===== src/rtl/mem_load_pkg.sv =====
// Shared types and default geometry for the sparse chunk-memory loaders.
// Default geometry: 4-byte beats, 16-byte chunks, 4 chunks.
package mem_load_pkg;

  localparam int BUS_SIZE_DEF  = 4;
  localparam int MEM_SIZE_DEF  = 16;
  localparam int CHUNK_NUM_DEF = 4;

  // Counter width that stays at least 1 bit for degenerate sizes
  function automatic int cnt_width(input int n);
    return (n > 1) ? $clog2(n) : 1;
  endfunction

  localparam int BEATS       = MEM_SIZE_DEF / BUS_SIZE_DEF;
  localparam int DAT_CNT_W   = cnt_width(BEATS);
  localparam int CHUNK_CNT_W = cnt_width(CHUNK_NUM_DEF);

  typedef enum logic [1:0] {
    IDLE = 2'd0,
    LOAD = 2'd1,
    DONE = 2'd2
  } load_state_t;

endpackage


===== src/rtl/sparse_compactor.sv =====
// Combinational sparse encoder: per-byte nonzero map plus left-compacted bytes.
// A prefix sum over the map gives each nonzero byte its output lane.
module sparse_compactor
  import mem_load_pkg::*;
#(
  parameter int BUS_SIZE = BUS_SIZE_DEF
) (
  input  logic [BUS_SIZE*8-1:0] dense_data_i,
  output logic [BUS_SIZE-1:0]   sparsemap_o,
  output logic [BUS_SIZE*8-1:0] nonzero_data_o
);

  localparam int RANK_W = $clog2(BUS_SIZE + 1);

  logic [BUS_SIZE-1:0]   map_s;
  logic [RANK_W-1:0]     rank_s [BUS_SIZE+1];
  logic [BUS_SIZE*8-1:0] packed_s;

  // Nonzero map, exclusive prefix-sum ranks and one-hot lane selection
  always_comb begin
    map_s    = {BUS_SIZE{1'b0}};
    packed_s = {(BUS_SIZE*8){1'b0}};
    rank_s   = '{default: {RANK_W{1'b0}}};
    for (int k = 0; k < BUS_SIZE; k++) begin
      map_s[k] = |dense_data_i[8*k +: 8];
    end
    for (int k = 0; k < BUS_SIZE; k++) begin
      rank_s[k+1] = rank_s[k] + RANK_W'(map_s[k]);
    end
    for (int j = 0; j < BUS_SIZE; j++) begin
      for (int k = j; k < BUS_SIZE; k++) begin
        packed_s[8*j +: 8] = packed_s[8*j +: 8] |
          ((map_s[k] && (rank_s[k] == RANK_W'(j))) ? dense_data_i[8*k +: 8] : 8'h00);
      end
    end
  end

  assign sparsemap_o    = map_s;
  assign nonzero_data_o = packed_s;

endmodule


===== src/rtl/mem_sparse_loader.sv =====
// Write-side feeder for a chunk memory: sparse-encodes dense beats and
// sequences beat/chunk write addresses for a commanded number of chunks.
module mem_sparse_loader
  import mem_load_pkg::*;
#(
  parameter int BUS_SIZE  = BUS_SIZE_DEF,
  parameter int MEM_SIZE  = MEM_SIZE_DEF,
  parameter int CHUNK_NUM = CHUNK_NUM_DEF,
  localparam int N_BEATS  = MEM_SIZE / BUS_SIZE,
  localparam int DAT_W    = cnt_width(N_BEATS),
  localparam int CHK_W    = cnt_width(CHUNK_NUM),
  localparam int NUM_W    = $clog2(CHUNK_NUM) + 1
) (
  input  logic                  clk_i,
  input  logic                  rst_i,
  input  logic                  start_i,
  input  logic [NUM_W-1:0]      chunk_num_i,
  output logic                  busy_o,
  output logic                  done_o,
  input  logic [BUS_SIZE*8-1:0] dense_data_i,
  input  logic                  dense_valid_i,
  output logic                  dense_ready_o,
  output logic [BUS_SIZE-1:0]   wr_sparsemap_o,
  output logic [BUS_SIZE*8-1:0] wr_nonzero_data_o,
  output logic                  wr_valid_o,
  output logic [DAT_W-1:0]      wr_dat_count_o,
  output logic [CHK_W-1:0]      wr_chunk_count_o
);

  load_state_t           state_r, state_next_s;
  logic [NUM_W-1:0]      chunk_num_r;
  logic [DAT_W-1:0]      beat_r;
  logic [CHK_W-1:0]      chunk_r;
  logic                  accept_s, beat_last_s, chunk_last_s;
  logic [BUS_SIZE-1:0]   enc_map_s;
  logic [BUS_SIZE*8-1:0] enc_data_s;

  logic                  busy_r, done_r, ready_r, wr_valid_r;
  logic [BUS_SIZE-1:0]   wr_map_r;
  logic [BUS_SIZE*8-1:0] wr_data_r;
  logic [DAT_W-1:0]      wr_dat_r;
  logic [CHK_W-1:0]      wr_chunk_r;

  sparse_compactor #(.BUS_SIZE(BUS_SIZE)) u_compactor (
    .dense_data_i   (dense_data_i),
    .sparsemap_o    (enc_map_s),
    .nonzero_data_o (enc_data_s)
  );

  assign accept_s     = dense_valid_i && (state_r == LOAD);
  assign beat_last_s  = (beat_r == DAT_W'(N_BEATS - 1));
  assign chunk_last_s = (NUM_W'(chunk_r) == (chunk_num_r - NUM_W'(1)));

  // State register
  always_ff @(posedge clk_i) begin
    if (rst_i) begin
      state_r <= IDLE;
    end else begin
      state_r <= state_next_s;
    end
  end

  // Next-state logic; a zero-chunk command completes without any writes
  always_comb begin
    state_next_s = state_r;
    case (state_r)
      IDLE: begin
        if (start_i) begin
          state_next_s = (chunk_num_i != {NUM_W{1'b0}}) ? LOAD : DONE;
        end else begin
          state_next_s = IDLE;
        end
      end
      LOAD: begin
        if (accept_s && beat_last_s && chunk_last_s) begin
          state_next_s = DONE;
        end else begin
          state_next_s = LOAD;
        end
      end
      DONE:    state_next_s = IDLE;
      default: state_next_s = IDLE;
    endcase
  end

  // Latched chunk count and beat/chunk write counters
  always_ff @(posedge clk_i) begin
    if (rst_i) begin
      chunk_num_r <= {NUM_W{1'b0}};
      beat_r      <= {DAT_W{1'b0}};
      chunk_r     <= {CHK_W{1'b0}};
    end else if ((state_r == IDLE) && start_i) begin
      chunk_num_r <= chunk_num_i;
      beat_r      <= {DAT_W{1'b0}};
      chunk_r     <= {CHK_W{1'b0}};
    end else if (accept_s) begin
      if (beat_last_s) begin
        beat_r  <= {DAT_W{1'b0}};
        chunk_r <= chunk_last_s ? chunk_r : chunk_r + CHK_W'(1);
      end else begin
        beat_r  <= beat_r + DAT_W'(1);
      end
    end
  end

  // Registered status and memory write port; data/counts hold between writes
  always_ff @(posedge clk_i) begin
    if (rst_i) begin
      busy_r     <= 1'b0;
      done_r     <= 1'b0;
      ready_r    <= 1'b0;
      wr_valid_r <= 1'b0;
      wr_map_r   <= {BUS_SIZE{1'b0}};
      wr_data_r  <= {(BUS_SIZE*8){1'b0}};
      wr_dat_r   <= {DAT_W{1'b0}};
      wr_chunk_r <= {CHK_W{1'b0}};
    end else begin
      busy_r     <= (state_next_s == LOAD);
      ready_r    <= (state_next_s == LOAD);
      done_r     <= (state_next_s == DONE);
      wr_valid_r <= accept_s;
      if (accept_s) begin
        wr_map_r   <= enc_map_s;
        wr_data_r  <= enc_data_s;
        wr_dat_r   <= beat_r;
        wr_chunk_r <= chunk_r;
      end
    end
  end

  assign busy_o            = busy_r;
  assign done_o            = done_r;
  assign dense_ready_o     = ready_r;
  assign wr_valid_o        = wr_valid_r;
  assign wr_sparsemap_o    = wr_map_r;
  assign wr_nonzero_data_o = wr_data_r;
  assign wr_dat_count_o    = wr_dat_r;
  assign wr_chunk_count_o  = wr_chunk_r;

endmodule


===== config.mk =====
export PLATFORM = sky130hd
export DESIGN_NAME = mem_sparse_loader
export DESIGN_NICKNAME = d
export VERILOG_FILES = /design/src/rtl/mem_load_pkg.sv /design/src/rtl/sparse_compactor.sv /design/src/rtl/mem_sparse_loader.sv
export SDC_FILE = /design/constraint.sdc
export NUM_CORES = 1
export LEC_CHECK = 0
export BUFFER_PORTS_ARGS = -buffer_cell sky130_fd_sc_hd__clkbuf_2
export CAP_MARGIN = 20
export CORE_ASPECT_RATIO = 0.6
export CORE_MARGIN = 2
export CORE_UTILIZATION = 45
export DETAILED_ROUTE_END_ITERATION = 12
export GPL_TIMING_DRIVEN = 0
export PLACE_DENSITY = 0.86
export REMOVE_ABC_BUFFERS = 1
export SYNTH_ARGS = -nofsm -noshare
export SYNTH_HDL_FRONTEND = slang
export SYNTH_SLANG_ARGS = --single-unit

===== constraint.sdc =====
create_clock -name clk_i -period 2.38 [get_ports clk_i]
set_input_delay 0 -clock clk_i [delete_from_list [all_inputs] [get_ports clk_i]]
set_output_delay 0 -clock clk_i [all_outputs]
set_load 0.1 [all_outputs]

==> Implementation_results.wiki <==
{| class="wikitable"
! Metric !! Value
|-
| Distinct cell type count after synthesis || 43
|-
| Worst supply voltage drop on vdd || 0.444 mV
|-
| Combined area of all synthesized cells || 2470 sq um
|-
| Number of antenna violations at the first check in global routing || 0
|-
| Worst Max-Slew Pin Slew || 903 ps
|-
| Total Routed Length || 7280 um
|-
| Clock Skew || 10.7 ps
|-
| Max Cap Viol || 0
|-
| Routed wl met2 || 3010 um
|-
| Sort of element at the start of the critical path || primary input
|-
| Height of the chip || 61.4 um
|-
| Iteration count of the initial detailed-routing pass || 7
|-
| Dpl hpwl || 5160 um
|-
| Routed len/inst || 17.7 um
|-
| Placer congestion estimate || 0.916
|-
| Max Fclk || 429 MHz
|-
| Number of flip-flops and latches in the synthesized netlist || 52
|-
| WP data arrival || 2480 ps
|-
| Vias in the first global route || 2283
|-
| Clock slew at reported path FFs || 100 ps
|-
| Final Max Tran Viols || 0
|-
| Startpoint-to-endpoint class of the critical path || in -> reg
|-
| Smallest hold slack || 5.98 ps
|-
| 1st-iter DRT viols || 241
|-
| Number of vias per cell after detailed routing || 6.05
|-
| Clock tree from TritonCTS || done
|-
| Total number of vias || 2488
|-
| Outcome || finished, final reports clean
|-
| Pin count of the biggest net entering global routing || 55
|-
| Path class of the lowest-slack min-delay path || in -> reg
|-
| Post-Route M1 WL || 3310 um
|-
| Grt ovf || 0
|-
| Final Critical Period || 2330 ps
|-
| Total routing resource utilization after global routing || 0.240
|-
| Final Instance Count excl. Fillers || 411
|-
| Count of final setup violators || 0
|-
| Worst r2r path cells || 3
|-
| Reported net switching power || 0.000822 W
|-
| Clock insertion delay at the later pin of the skew report || 300 ps
|-
| Share of final-layout standard cells stronger than drive strength 1 || 0.313
|-
| Crit share post-route || 0.979
|-
| Mean post-synth cell area || 9.32 sq um
|-
| Count of antenna-violating nets left after detailed routing || 0
|-
| H-tree Lvls || 2
|-
| Top routing layer in use || met4
|-
| Fin nets || 391
|-
| Total number of clock tree sinks || 52
|-
| Power density relative to cell area || 669 nW/um^2
|-
| Maximum net fanout on the critical path || 5
|-
| Core area || 5180 sq um
|-
| Worst relative slew slack || 0.398
|-
| Setup crit end kind || flip-flop
|-
| Starting density of the core || 0.477
|-
| Detailed-route DRC error count || 0
|-
| Combinational share of power || 0.298
|-
| Yosys Warn Count || 0
|-
| Global-route wire length before repair || 11500 um
|-
| Gate count of the mapped netlist || 265
|-
| Number of buffers created by CTS || 5
|-
| Met3 wirelength from detailed routing || 888 um
|-
| Count of endpoints failing hold in the final timing report || 0
|-
| # IOs || 83
|-
| Clock tree root driver cell || clkbuf_8
|-
| Share of flip-flops with an asynchronous set or reset after synthesis || 0
|-
| Placement Rows || 20
|-
| Internal Pwr Total || 0.00126 W
|-
| Data required time at the worst endpoint || 2530 ps
|-
| Share of total power in sequential cells || 0.460
|-
| Layout overhead on the synthesized area || 26.0%
|-
| Clock Power Share || 0.242
|-
| Setup repair after global routing missed its margin || false
|-
| Die footprint || 6110 sq um
|-
| Number of buffers between clock root and the deepest sink || 2
|-
| Most used DFF post-synth || dfxtp_1
|-
| Placed Instances || 392
|-
| Sw Ratio || 0.395
|-
| Width of the chip || 99.6 um
|-
| Number of input and output port buffers inserted || 82
|-
| Worst Hold Path Cells || 2
|-
| Number of enable-type register cells in the synthesized netlist || 0
|-
| Total inserted antenna cells || 0
|-
| Pleak || 1.29 nW
|-
| Sequential element share of the synthesized area || 0.422
|}
[metrics by stage]
| stage | cell area [sq um] | setup WS, ps | total power, W | setup TNS (ps) | utilization |
|---|---|---|---|---|---|
| 4_1_cts | 3090 | 80.4 | 0.00208 | 0 | 0.597 |
| 5_1_grt | 3110 | 19.0 | 0.00216 | 0 | 0.600 |
| 3_3_place_gp | 2860 | -688 | 0.00157 | -16090 | 0.553 |
| 2_1_floorplan | 2370 | -143 | 0.00143 | -2170 | - |
| 3_5_place_dp | 2870 | -812 | 0.00158 | -18470 | 0.553 |
| 6_report | 3110 | 49.6 | 0.00208 | 0 | 0.600 |
[timing repair]
action	CTS	global route
endpoints found under the hold margin	8	0
pin swaps	2	0
resized for setup	7	3
hold buffers	8	0
setup buffers	3	0
endpoints found under the setup margin	31	19
[cell usage after synthesis, types with 2 or more instances]
cell | number | area, sq um
dfxtp_1 | 52 | 1040
nand3b_1 | 2 | 15.0
inv_1 | 8 | 30.0
or4_1 | 6 | 45.0
clkbuf_1 | 6 | 22.5
a31o_2 | 2 | 17.5
and3b_1 | 2 | 17.5
a21boi_0 | 2 | 15.0
a222oi_1 | 8 | 80.1
nand2_1 | 29 | 109
o21ai_0 | 8 | 40.0
a221oi_1 | 9 | 78.8
a21oi_1 | 14 | 70.1
nor2_1 | 20 | 75.1
mux2i_1 | 4 | 40.0
nor4_1 | 2 | 12.5
a31oi_1 | 9 | 56.3
or3_1 | 2 | 12.5
o2111ai_1 | 8 | 70.1
a211oi_1 | 10 | 75.1
a311oi_1 | 3 | 26.3
xor2_1 | 2 | 17.5
nor3_1 | 5 | 25.0
nand4b_1 | 2 | 17.5
ha_1 | 7 | 87.6
buf_2 | 8 | 40.0
buf_4 | 2 | 15.0
buf_1 | 4 | 15.0
nor3b_2 | 2 | 25.0
a221o_1 | 7 | 70.1
and3_1 | 7 | 43.8
nor4_2 | 2 | 25.0
[worst paths after layout]
kind / start / end / slack (ps)
setup / recovery: dense_data_i[4] / wr_nonzero_data_o[12] / 50
hold / removal: dense_data_i[19] / wr_nonzero_data_o[19] / 6
setup reg to reg: state_r[0] / wr_nonzero_data_o[23] / 320
hold reg to reg: wr_nonzero_data_o[26] / wr_nonzero_data_o[26] / 460
[cell type report]
cell class,instances,area (sq um)
Clock buffer,6,72.6
Clock inverter,2,16.3
Fill cell,448,2070
Inverter,8,30.0
Multi-Input combinational cell,184,1350
Sequential cell,52,1040
Tap cell,66,82.6
Timing Repair Buffer,93,513
[kinds of logic (layout without fill, tap and decap cells)]
logic type	after synthesis	after routing	share of synthesized area
simple gates	87	87	0.198
compound gates	81	81	0.254
flops	52	52	0.422
buf+inv	29	109	0.0517
fa+ha+maj	8	8	0.0436
mux	5	5	0.0208
xor+xnor	3	3	0.0106
[power by group through the flow]
stage | Combinational [W] | Clock (W) | Sequential, W
2_1_floorplan | 0.000127 | 0 | 0.00130
3_3_place_gp | 0.000596 | 0 | 0.000973
3_5_place_dp | 0.000604 | 0 | 0.000975
4_1_cts | 0.000615 | 0.000509 | 0.000956
5_1_grt | 0.000648 | 0.000549 | 0.000963
6_report | 0.000620 | 0.000502 | 0.000957
[flip-flops by register name (all words and copies together), names as in the netlist]
| register | count |
|---|---|
| beat_r | 2 |
| chunk_num_r | 3 |
| chunk_r | 2 |
| dense_ready_o | 1 |
| done_o | 1 |
| state_r | 2 |
| wr_chunk_count_o | 2 |
| wr_dat_count_o | 2 |
| wr_nonzero_data_o | 32 |
| wr_sparsemap_o | 4 |
| wr_valid_o | 1 |
[worst max-delay path, cell delays in order]
cell and delay (ps):
clkbuf_2 100, or4_1 580, nor2_4 170, inv_1 110
fa_1 610, nor3b_4 220, buf_4 160, a222oi_1 380
a211oi_1 130
[layout by cell type (no fill, tap or decap), drive strengths merged, types with 2 or more instances in the layout]
| cell | instances |
|---|---|
| o21ai | 8 |
| dfxtp | 52 |
| xor2 | 2 |
| a21oi | 14 |
| and3b | 2 |
| nand4b | 2 |
| nor4 | 4 |
| a222oi | 8 |
| buf | 3 |
| nor2 | 20 |
| nor3b | 3 |
| nand2 | 29 |
| or3 | 2 |
| dlygate4sd3 | 8 |
| and3 | 7 |
| clkbuf | 88 |
| a31oi | 9 |
| nand3b | 2 |
| a311oi | 3 |
| a221o | 7 |
| a221oi | 9 |
| a211oi | 10 |
| o2111ai | 8 |
| mux2i | 4 |
| nor3 | 5 |
| or4 | 6 |
| a21boi | 2 |
| ha | 7 |
| a31o | 2 |
| inv | 8 |
[layer usage]
metal  vias up  global-route usage
li1       1176                   -
met5         -                   0
met3         6              0.0670
met2       154               0.375
met4         0              0.0470
met1      1152               0.340
(Power assumes the default switching activity.)
